===== src/rtl/shiftreg_tx_pkg.sv =====
// Shared definitions for the serial transmitter and its matching receiver.
// Holds the frame state encoding and the bit-order constants.
package shiftreg_tx_pkg;

   typedef enum logic {
      IDLE  = 1'b0,
      SHIFT = 1'b1
   } state_e;

   localparam logic DIR_MSB_FIRST = 1'b0;
   localparam logic DIR_LSB_FIRST = 1'b1;

endpackage


===== src/rtl/shiftreg_tx.sv =====
// Parallel-to-serial transmitter with valid/ready load, bit-rate enable,
// abort, selectable bit order and a done pulse after each full frame.
module shiftreg_tx
   import shiftreg_tx_pkg::*;
#(
   parameter int SIZE = 8
) (
   input  logic            clk,
   input  logic            rst,
   input  logic [SIZE-1:0] data_in,
   input  logic            load_valid,
   output logic            load_ready,
   input  logic            dir_in,
   input  logic            en,
   input  logic            abort,
   output logic            sd,
   output logic            sd_en,
   output logic            sd_dir,
   output logic            busy,
   output logic            done
);

   localparam int CW = $clog2(SIZE + 1);
   localparam logic [CW-1:0] LAST = CW'(SIZE - 1);

   state_e          state_q, state_d;
   logic [SIZE-1:0] work_q, work_d;
   logic [CW-1:0]   cnt_q, cnt_d;
   logic            dir_q, dir_d;
   logic            done_q, done_d;

   // Output decode: sd comes from registers only, the strobe gates on en/abort.
   always_comb begin
      load_ready = (state_q == IDLE);
      busy       = (state_q == SHIFT);
      sd_en      = busy & en & ~abort;
      sd         = (dir_q == DIR_LSB_FIRST) ? work_q[0] : work_q[SIZE-1];
      sd_dir     = dir_q;
      done       = done_q;
   end

   // Next-state logic: load in IDLE, shift per strobe, abort wins over en.
   always_comb begin
      state_d = state_q;
      work_d  = work_q;
      cnt_d   = cnt_q;
      dir_d   = dir_q;
      done_d  = 1'b0;
      case (state_q)
         IDLE: begin
            if (load_valid) begin
               state_d = SHIFT;
               work_d  = data_in;
               dir_d   = dir_in;
               cnt_d   = '0;
            end
         end
         SHIFT: begin
            if (abort) begin
               state_d = IDLE;
            end else if (en) begin
               if (dir_q == DIR_MSB_FIRST) begin
                  work_d = work_q << 1;
               end else begin
                  work_d = work_q >> 1;
               end
               cnt_d = cnt_q + CW'(1);
               if (cnt_q == LAST) begin
                  state_d = IDLE;
                  done_d  = 1'b1;
               end
            end
         end
         default: state_d = IDLE;
      endcase
   end

   // State registers with synchronous reset.
   always_ff @(posedge clk) begin
      if (rst) begin
         state_q <= IDLE;
         work_q  <= '0;
         cnt_q   <= '0;
         dir_q   <= DIR_MSB_FIRST;
         done_q  <= 1'b0;
      end else begin
         state_q <= state_d;
         work_q  <= work_d;
         cnt_q   <= cnt_d;
         dir_q   <= dir_d;
         done_q  <= done_d;
      end
   end

endmodule


===== config.mk =====
export PLATFORM = sky130hd
export DESIGN_NAME = shiftreg_tx
export DESIGN_NICKNAME = d
export VERILOG_FILES = /design/src/rtl/shiftreg_tx_pkg.sv /design/src/rtl/shiftreg_tx.sv
export SDC_FILE = /design/constraint.sdc
export NUM_CORES = 1
export LEC_CHECK = 0
export ABC_AREA = 1
export BUFFER_PORTS_ARGS = -buffer_cell sky130_fd_sc_hd__buf_4
export CAP_MARGIN = 20
export CORE_MARGIN = 2
export CORE_UTILIZATION = 50
export DETAILED_ROUTE_END_ITERATION = 12
export PLACE_DENSITY = 0.85
export SLEW_MARGIN = 20
export SYNTH_ARGS = -nofsm -noshare
export SYNTH_HDL_FRONTEND = slang
export SYNTH_SLANG_ARGS = --single-unit
export TNS_END_PERCENT = 5

===== constraint.sdc =====
create_clock -name clk -period 1.7 [get_ports clk]
set_clock_uncertainty 0.2 [all_clocks]
set_input_delay 0.34 -clock clk [delete_from_list [all_inputs] [get_ports clk]]
set_output_delay 0.34 -clock clk [all_outputs]
set_load 0.005 [all_outputs]

==> metrics.md, run 1 <==
| Metric | Value |
|---|---|
| Outcome | `finished clean` |
| Required @ worst endpoint | `1.16 ns` |
| Share of final-layout standard cells stronger than drive strength 1 | `25.4%` |
| Clock buffer depth | `2` |
| Endpoints failing hold | `0` |
| Detailed-placement wirelength estimate | `1.30 mm` |
| Post-synth top cells | `nand2_1, nor2_1, dfxtp_1, nand3_1, o21ai_0` |
| Fraction of synthesized cell area taken by the top area cell type | `37.2%` |
| Yosys reg bits | `15` |
| Horizontal die dimension | `44.2 um` |
| Most repeated cell in the gate-level netlist after synthesis | `nand2_1` |
| Routed Antenna Nets | `0` |
| Number of remaining DRC errors | `0` |
| Violation count after the first detailed-route iteration | `19` |
| Via count of the routed design | `793` |
| Worst-case setup margin in the final layout | `0.0871 ns` |
| Total setup violations reported at the end of the flow | `0` |
| Wirelength, routed | `1.69 mm` |
| Cell taking the most area after synthesis | `dfxtp_1` |
| Unrepaired setup endpoints after global routing | `no` |
| Pwr dens | `761 nW/um2` |
| Worst setup EP type | `primary output` |
| Clk root buf | `clkbuf_4` |
| Post-synthesis async set-or-reset flop share | `0%` |
| I/O Buffers | `19` |
| Pin count of the biggest net entering global routing | `14` |
| Post-synthesis cell area | `808 um2` |
| H-tree Lvls | `1` |
| Number of global-route vias before repair | `704` |
| Average wire per standard cell | `11.0 um` |
| Area growth from synthesis to layout | `21.2%` |
| Leakage power total | `0.452 nW` |
| Core region area | `1510 um2` |
| Avg Inst Size Synth | `6.91 um2` |
| TritonCTS clock tree | `built` |
| Post-place setup slack | `0.285 ns` |
| Max Transition Viols Final | `0` |
| Via-per-instance ratio | `5.15` |
| Fillcell total | `134` |
| Setup fix buffers added after clock tree synthesis | `0` |
| Critical Path Start Type | `register` |
| Period utilisation layout | `94.9%` |
| Die Footprint | `1950 um2` |
| Number of enable flip-flop cells after synthesis | `0` |
| Number of diodes added for antenna fixing | `0` |
| Summed negative setup slack over all endpoints | `0 ns` |
| Number of maximum-capacitance violations | `0` |
| Inserted Clock Buffers | `3` |
| Fmax achieved | `620 MHz` |
| Overall routing resource usage | `20.0%` |
| Largest fanout on the critical path | `6` |
| First-pass GRT wire length | `2.93 mm` |
| Min-Delay Path Class | `in2reg` |
| Clock sink total | `15` |
| Slew @ Worst Pin | `0.261 ns` |
| Gate Count Post-Synth | `117` |
| Detailed-router iteration count before antenna repair | `4` |
| Site row count | `14` |
| Vertical die dimension | `44.2 um` |
| CP arrival | `1.07 ns` |
| Starting density of the core | `53.7%` |
| Post-CTS Hold Buffers | `0` |
| Count of cell types in the netlist | `19` |
| Count of yosys warnings during synthesis | `0` |
| Number of nets produced by synthesis | `132` |
| Weighted congestion reported at the end of routability-driven placement | `0.897` |
| Skew-Pair Late Insertion Delay | `0.27 ns` |
| Largest cells by area after synthesis | `dfxtp_1, nand2_1, nand3_1, nor2_1, o21ai_0` |
| Dominant register cell in the synthesized netlist | `dfxtp_1` |
| I/O pins | `20` |
| Remaining Overflow, GRT | `0` |
| Final period demand of the worst path | `1.61 ns` |
| Maximum ir drop on the vdd rail | `0.515 mV` |
| Initial antenna violation count | `0` |
| Clock slew seen by the registers of the worst setup and hold paths | `0.09 ns` |
| Post-Route Utilization | `65.0%` |
| Max transition margin | `82.6%` |
| Type of the worst setup path | `reg2out` |
| Fin nets | `154` |
| Fraction of the yosys area taken by sequential cells | `37.2%` |
| Overall power | `0.746 mW` |
## critical path, cell delays in order (launching register included)
cell	delay [ns]
dfxtp_2	0.41
nand2_1	0.11
nor2_4	0.15
buf_4	0.13
## routing by layer
metal  global-route usage (%)  routed length, um  vias to the layer above
met5                        0                  0                        -
met3                     3.67                 76                        2
met4                     9.09                 13                        0
li1                         -                  -                      418
met2                     29.4                762                       18
met1                     28.4                836                      355
## path summary, 6_finish.rpt
| kind | start | slack, ns | depth (start not counted) | endpoint |
|---|---|---|---|---|
| min reg2reg | cnt_q[1] | 0.30 | 2 | cnt_q[1] |
| max reg2reg | busy | 0.36 | 5 | work_q[4] |
| max | busy | 0.09 | 3 | sd_en |
| min | rst | 0.04 | 2 | cnt_q[1] |
## final cells by class
class                   count  area, um2  area share (%)
clock buffers               3       22.5            2.30
inverters                   8       32.5            3.32
well taps                  16       20.0            2.04
multi-input cells          90        437            44.6
repair buffers             21        161            16.5
clock inverters             1       5.00           0.511
flip-flops and latches     15        302            30.8
## registers in the layout, indices dropped and copies added, names as in the netlist
signal  flops
done        1
cnt_q       4
busy        1
work_q      8
sd_dir      1
## what timing repair did
item	in CTS	in global routing
pin swaps	0	0
gates resized for setup	1	1
endpoints found under the setup margin	1	1
## layout by cell type, fill, tap and decap left out, drive strengths merged
cell | synthesis | layout
nand4 | 1 | 1
a21oi | 6 | 6
inv | 8 | 8
nor2 | 23 | 23
o21ai | 10 | 10
dfxtp | 15 | 15
clkbuf | 0 | 3
nand3 | 15 | 15
clkinv | 0 | 1
nand2 | 33 | 33
nor3 | 1 | 1
buf | 4 | 21
ha | 1 | 1
## kinds of logic after synthesis
family	count (synthesis)	share of synthesized area [%]
buffers and inverters	12	8.82
DFF	15	37.2
AOI/OAI and AO/OA	16	10.4
and+or+nand+nor	73	42.1
adders and majority gates	1	1.55
## report_power, final
group | internal [mW] | switching [mW] | total, mW | leakage (nW)
clock | 0.0871 | 0.110 | 0.197 | 0.0177
combinational | 0.0702 | 0.0853 | 0.155 | 0.311
sequential | 0.374 | 0.0190 | 0.393 | 0.124
total | 0.532 | 0.214 | 0.746 | 0.452
## stage by stage
| stage | hold slack (ns) | instance area (um2) | cells |
|---|---|---|---|
| after global placement | 0.283 | 947 | 150 |
| after CTS | 0.0321 | 976 | 154 |
| after detailed placement | 0.284 | 947 | 150 |
| after floorplan | 0.202 | 808 | 117 |
| after global routing | 0.0293 | 980 | 154 |
| final | 0.0450 | 980 | 154 |
Note: power is estimated with default switching activity, not from simulation.
==> inputs of run 2 (changes only) <==
PLACE_DENSITY = 0.76   (was 0.85)
==> run 2 against run 1 <==
Against the previous run:
- clock power grew 4%
- critical path type unchanged
- largest cell class unchanged
- total power grew 0.58%
- global-route usage grew 0.49 points
- first-iteration DRC count grew 11%
- die area is the same
- final cell count is the same
- non-clock buffer count is the same
- critical endpoint unchanged
- combinational power shrank 3%
- sequential cell count is the same
- critical path depth is the same
==> metrics.md, run 2 (synthesis results as in run 1) <==
| Metric | Value |
|---|---|
| Critical Path Start Type | `register` |
| Outcome | `finished clean` |
| Leading cell type in the layout, fill and taps excluded | `nand2_1` |
| Remaining Overflow, GRT | `0 (unchanged)` |
| I/O pins | `20 (unchanged)` |
| Area growth from synthesis to layout | `20.9%` |
| Wirelength, routed | `1.73 mm (+2.5%)` |
| Inserted Clock Buffers | `3 (unchanged)` |
| Fmax achieved | `617 MHz (-0.43%)` |
| CP arrival | `1.08 ns (about the same)` |
| Initial antenna violation count | `0 (unchanged)` |
| Total setup violations reported at the end of the flow | `0 (unchanged)` |
| H-tree Lvls | `1 (unchanged)` |
| Number of remaining DRC errors | `0 (unchanged)` |
| Endpoints failing hold | `0 (unchanged)` |
| Period utilisation layout | `95.3% (+0.41 points)` |
| Pwr dens | `767 nW/um2 (+0.84%)` |
| Setup fix buffers added after clock tree synthesis | `0 (unchanged)` |
| Clock slew seen by the registers of the worst setup and hold paths | `0.09 ns (about the same)` |
| Horizontal die dimension | `44.2 um (unchanged)` |
| Routed Antenna Nets | `0 (unchanged)` |
| Violation count after the first detailed-route iteration | `21 (+2)` |
| Worst setup EP type | `primary output` |
| Detailed-placement wirelength estimate | `1.34 mm (+3.2%)` |
| Clock sink total | `15 (unchanged)` |
| TritonCTS clock tree | `built` |
| Required @ worst endpoint | `1.16 ns (about the same)` |
| Pin count of the biggest net entering global routing | `14 (unchanged)` |
| Largest fanout on the critical path | `8 (+2)` |
| Share of final-layout standard cells stronger than drive strength 1 | `24.6% (-0.72 points)` |
| Fin nets | `154 (unchanged)` |
| Top reg by flops | `work_q` |
| Worst-case setup margin in the final layout | `0.0802 ns (-0.00690 ns)` |
| Post-place setup slack | `0.193 ns (-0.0922 ns)` |
| Commonest cells after routing, fill and taps aside | `nand2_1, buf_4, nor2_1` |
| Max Transition Viols Final | `0 (unchanged)` |
| Clk root buf | `clkbuf_4` |
| Die Footprint | `1950 um2 (unchanged)` |
| Leading registers by flop count | `work_q x8, cnt_q x4` |
| Leakage power total | `0.449 nW (-0.74%)` |
| I/O Buffers | `19 (unchanged)` |
| Largest register FFs | `8 (unchanged)` |
| Core region area | `1510 um2 (unchanged)` |
| Slew @ Worst Pin | `0.303 ns (+0.0411 ns)` |
| Detailed-router iteration count before antenna repair | `4 (unchanged)` |
| Number of maximum-capacitance violations | `0 (unchanged)` |
| Max transition margin | `79.8% (-2.7 points)` |
| Number of diodes added for antenna fixing | `0 (unchanged)` |
| Maximum ir drop on the vdd rail | `0.458 mV (-11%)` |
| Overall power | `0.750 mW (+0.58%)` |
| Via-per-instance ratio | `5.19 (+0.88%)` |
| Starting density of the core | `53.7% (unchanged)` |
| Weighted congestion reported at the end of routability-driven placement | `0.853 (-4.9%)` |
| Number of global-route vias before repair | `706 (+0.28%)` |
| Skew-Pair Late Insertion Delay | `0.28 ns (about the same)` |
| Clock buffer depth | `2 (unchanged)` |
| First-pass GRT wire length | `2.90 mm (-0.92%)` |
| Average wire per standard cell | `11.2 um (+2.5%)` |
| Via count of the routed design | `800 (+0.88%)` |
| Summed negative setup slack over all endpoints | `0 ns (unchanged)` |
| Final period demand of the worst path | `1.62 ns (+0.00690 ns)` |
| Overall routing resource usage | `20.5% (+0.49 points)` |
| Vertical die dimension | `44.2 um (unchanged)` |
| Site row count | `14 (unchanged)` |
| Min-Delay Path Class | `in2reg` |
| Unrepaired setup endpoints after global routing | `no` |
| Type of the worst setup path | `reg2out` |
-- run 2: cell types whose count changed in the layout (fill, tap and decap cells not counted) --
| cell | delta |
|---|---|
| dfxtp_4 | +1 |
| clkbuf_1 | +1 |
| clkinv_2 | -1 |
| buf_6 | -1 |
| buf_4 | +1 |
| dfxtp_2 | -1 |
-- run 2: through the flow --
| step | hold slack, ns | instance area, um2 | std cells | utilization, % |
|---|---|---|---|---|
| after global routing | 0.0132 | 977 | 154 | 64.9 |
| after floorplan | 0.202 | 808 | 117 | - |
| after CTS | 0.0256 | 975 | 154 | 64.7 |
| final | 0.0335 | 977 | 154 | 64.9 |
| after detailed placement | 0.275 | 947 | 150 | 62.9 |
| after global placement | 0.275 | 947 | 150 | 62.9 |
-- run 2: critical path, stage by stage, from the launching register on --
cell and delay, ns:
dfxtp_4 0.41, nand2_1 0.10, nor2_4 0.15, buf_4 0.14
-- run 2: timing repair --
item	4_1_cts	5_1_grt
hold buffers	0	0
gates resized for setup	1	1
endpoints found under the setup margin	1	1
-- run 2: metal layers --
metal,vias to the layer above,global-route usage (%),routed length [um]
li1,426,-,-
met1,354,26.6,786
met2,15,31.5,840
met3,5,4.90,62
met4,0,10.9,42
met5,-,0,0
-- run 2: worst paths after layout --
path / startpoint / endpoint / slack (ns) / depth (start not counted)
min: rst / busy / 0.03 / 2
min reg2reg: cnt_q[1] / cnt_q[1] / 0.29 / 2
max: busy / sd_en / 0.08 / 3
max reg2reg: busy / work_q[3] / 0.31 / 5
-- run 2: layout make-up --
class	count	area, um2
fillers	146	529
multi-input cells	90	437
flip-flops and latches	15	304
repair buffers	21	158
inverters	8	32.5
clock buffers	4	26.3
well taps	16	20.0
-- run 2: where the power goes --
part	switching, mW	leakage [nW]	total [mW]	internal (mW)
clock	0.113	0.0150	0.204	0.0912
sequential	0.0210	0.124	0.395	0.374
combinational	0.0824	0.310	0.151	0.0691
==> inputs of run 3 (changes only) <==
BUFFER_PORTS_ARGS = not set   (was -buffer_cell sky130_fd_sc_hd__buf_4)
CORE_UTILIZATION = 59   (was 50)
DONT_BUFFER_PORTS = 1   (was not set)
PLACE_DENSITY = 0.75   (was 0.76)
==> run 3 against run 2 <==
Against the previous run:
- sequential cell count did not move
- register-to-register slack got worse by 0.02 ns
- worst hold slack worse by 0.015 ns
- critical endpoint unchanged
- combinational power fell by 23%
- worst setup slack improved by 0.085 ns
- critical path depth is 1 lower
- core utilization rose by 0.57 points
- sequential power hardly changed
- clock-buffer cell count unchanged
==> metrics.md, run 3 (synthesis results as in run 1) <==
| Metric | Value |
|---|---|
| Vertical die dimension | `41.0 um (-7.2%)` |
| Share of total power in the clock network | `28.1% (+0.9 points)` |
| Final period demand of the worst path | `1.53 ns (-0.0849 ns)` |
| Required @ worst endpoint | `1.16 ns (about the same)` |
| CP arrival | `0.99 ns (-0.09 ns)` |
| Sw Pwr | `0.206 mW (-4.8%)` |
| Setup fix buffers added after clock tree synthesis | `0 (unchanged)` |
| Post-Route Utilization | `65.4% (+0.57 points)` |
| Slew @ Worst Pin | `0.252 ns (-0.0505 ns)` |
| Switching share of power | `28.8% (+0.035 points)` |
| Detailed-placement wirelength estimate | `1.23 mm (-8.4%)` |
| Leading registers by flop count | `work_q x8, cnt_q x4` |
| Internal Pwr Total | `0.507 mW (-5.0%)` |
| Sequential share of power | `55.5% (+2.9 points)` |
| Number of global-route vias before repair | `605 (-14%)` |
| Max Transition Viols Final | `0 (unchanged)` |
| Overall routing resource usage | `23.8% (+3.3 points)` |
| Total setup violations reported at the end of the flow | `0 (unchanged)` |
| Detailed-router iteration count before antenna repair | `4 (unchanged)` |
| Top reg by flops | `work_q` |
| Violation count after the first detailed-route iteration | `14 (-33%)` |
| Weighted congestion reported at the end of routability-driven placement | `0.754 (-12%)` |
| I/O pins | `20 (unchanged)` |
| Clock buffer depth | `2 (unchanged)` |
| Unrepaired setup endpoints after global routing | `no` |
| Via count of the routed design | `759 (-5.1%)` |
| H-tree Lvls | `1 (unchanged)` |
| Min-Delay Path Class | `in2reg` |
| Fin nets | `136 (-12%)` |
| Clock slew seen by the registers of the worst setup and hold paths | `0.09 ns (about the same)` |
| Number of remaining DRC errors | `0 (unchanged)` |
| Initial antenna violation count | `0 (unchanged)` |
| Inserted Clock Buffers | `3 (unchanged)` |
| Number of diodes added for antenna fixing | `0 (unchanged)` |
| Commonest cells after routing, fill and taps aside | `nand2_1, nor2_1, nand3_1` |
| Critical Path Start Type | `register` |
| Combinational cell fraction of total power | `16.3% (-3.9 points)` |
| Type of the worst setup path | `reg2out` |
| Pwr dens | `848 nW/um2 (+10%)` |
| Largest fanout on the critical path | `7 (-1)` |
| Reg-to-reg setup timing slack | `0.29 ns (-0.02 ns)` |
| I/O Buffers | `0 (-19)` |
| Share of final-layout standard cells stronger than drive strength 1 | `12.5% (-12 points)` |
| TritonCTS clock tree | `built` |
| Remaining Overflow, GRT | `0 (unchanged)` |
| Leakage power total | `0.359 nW (-20%)` |
| Core region area | `1280 um2 (-15%)` |
| Die Footprint | `1680 um2 (-14%)` |
| Max transition margin | `83.2% (+3.3 points)` |
| Worst setup EP type | `primary output` |
| Starting density of the core | `62.9% (+9.2 points)` |
| Clk root buf | `clkbuf_4` |
| Largest register FFs | `8 (unchanged)` |
| First-pass GRT wire length | `2.62 mm (-9.8%)` |
| Period utilisation layout | `90.3% (-5.0 points)` |
| Average wire per standard cell | `12.6 um (+12%)` |
| Outcome | `finished clean` |
| Skew-Pair Late Insertion Delay | `0.28 ns (about the same)` |
| Wirelength, routed | `1.70 mm (-2.0%)` |
| Via-per-instance ratio | `5.62 (+8.2%)` |
| Maximum ir drop on the vdd rail | `0.663 mV (+45%)` |
| Number of maximum-capacitance violations | `0 (unchanged)` |
| Horizontal die dimension | `41.0 um (-7.2%)` |
| Endpoints failing hold | `0 (unchanged)` |
| Clock sink total | `15 (unchanged)` |
| Pin count of the biggest net entering global routing | `14 (unchanged)` |
| Site row count | `13 (-1)` |
| Summed negative setup slack over all endpoints | `0 ns (unchanged)` |
| Leading cell type in the layout, fill and taps excluded | `nand2_1` |
| Fmax achieved | `652 MHz (+5.5%)` |
| Area growth from synthesis to layout | `4.02%` |
| Routed Antenna Nets | `0 (unchanged)` |
[run 3: cell types whose count changed in the layout (fill, tap and decap cells not counted)]
cell           before  now
buf_4              21    2
dlygate4sd3_1       0    1
dfxtp_2             0    1
dfxtp_4             1    0
[run 3: final timing paths]
| kind | from | endpoint | depth (start not counted) |
|---|---|---|---|
| worst max register to register | busy | work_q[0] | 6 |
| worst max-delay path | busy | sd_en | 2 |
| worst min-delay path | rst | cnt_q[3] | 3 |
| worst min register to register | cnt_q[1] | cnt_q[1] | 2 |
[run 3: area by class of cell]
| class | count | area [um2] |
|---|---|---|
| Tap cell | 15 | 18.8 |
| Multi-Input combinational cell | 90 | 437 |
| Timing Repair Buffer | 3 | 25.0 |
| Clock buffer | 4 | 26.3 |
| Sequential cell | 15 | 302 |
| Inverter | 8 | 32.5 |
| Fill cell | 115 | 444 |
[run 3: power by group through the flow]
| stage | Sequential, mW | Clock [mW] | Combinational [mW] |
|---|---|---|---|
| after floorplan | 0.394 | 0 | 0.106 |
| after global placement | 0.402 | 0 | 0.110 |
| after detailed placement | 0.403 | 0 | 0.112 |
| after CTS | 0.395 | 0.207 | 0.115 |
| after global routing | 0.398 | 0.216 | 0.132 |
| final | 0.396 | 0.201 | 0.116 |
[run 3: through the flow]
step                      hold WS, ns  cell area, um2  setup WS, ns  instances  total power, mW
after floorplan                 0.202             808         0.420        117            0.500
after global placement          0.205             803         0.204        130            0.512
after detailed placement        0.204             803         0.189        130            0.515
after CTS                      0.0146             840        0.0251        135            0.717
after global routing           0.0235             841         0.107        135            0.747
final                          0.0184             841         0.165        135            0.713
[run 3: per-layer routing]
metal	up-vias	share of wire (%)	global-route usage, %
li1	386	-	-
met1	344	49	33.9
met2	27	42	32.4
met3	2	7.6	5.43
met4	0	0.71	12.5
met5	-	0	0
[run 3: timing repair]
item                       4_1_cts  5_1_grt
resized for setup                0        1
hold buffers                     1        0
hold endpoints to repair         3        0
setup endpoints to repair        0        1
[run 3: worst max-delay path, cell delays in order, from the launching register on]
cell     delay [ns]
dfxtp_2        0.43
nand2_1        0.11
nor2_4         0.17
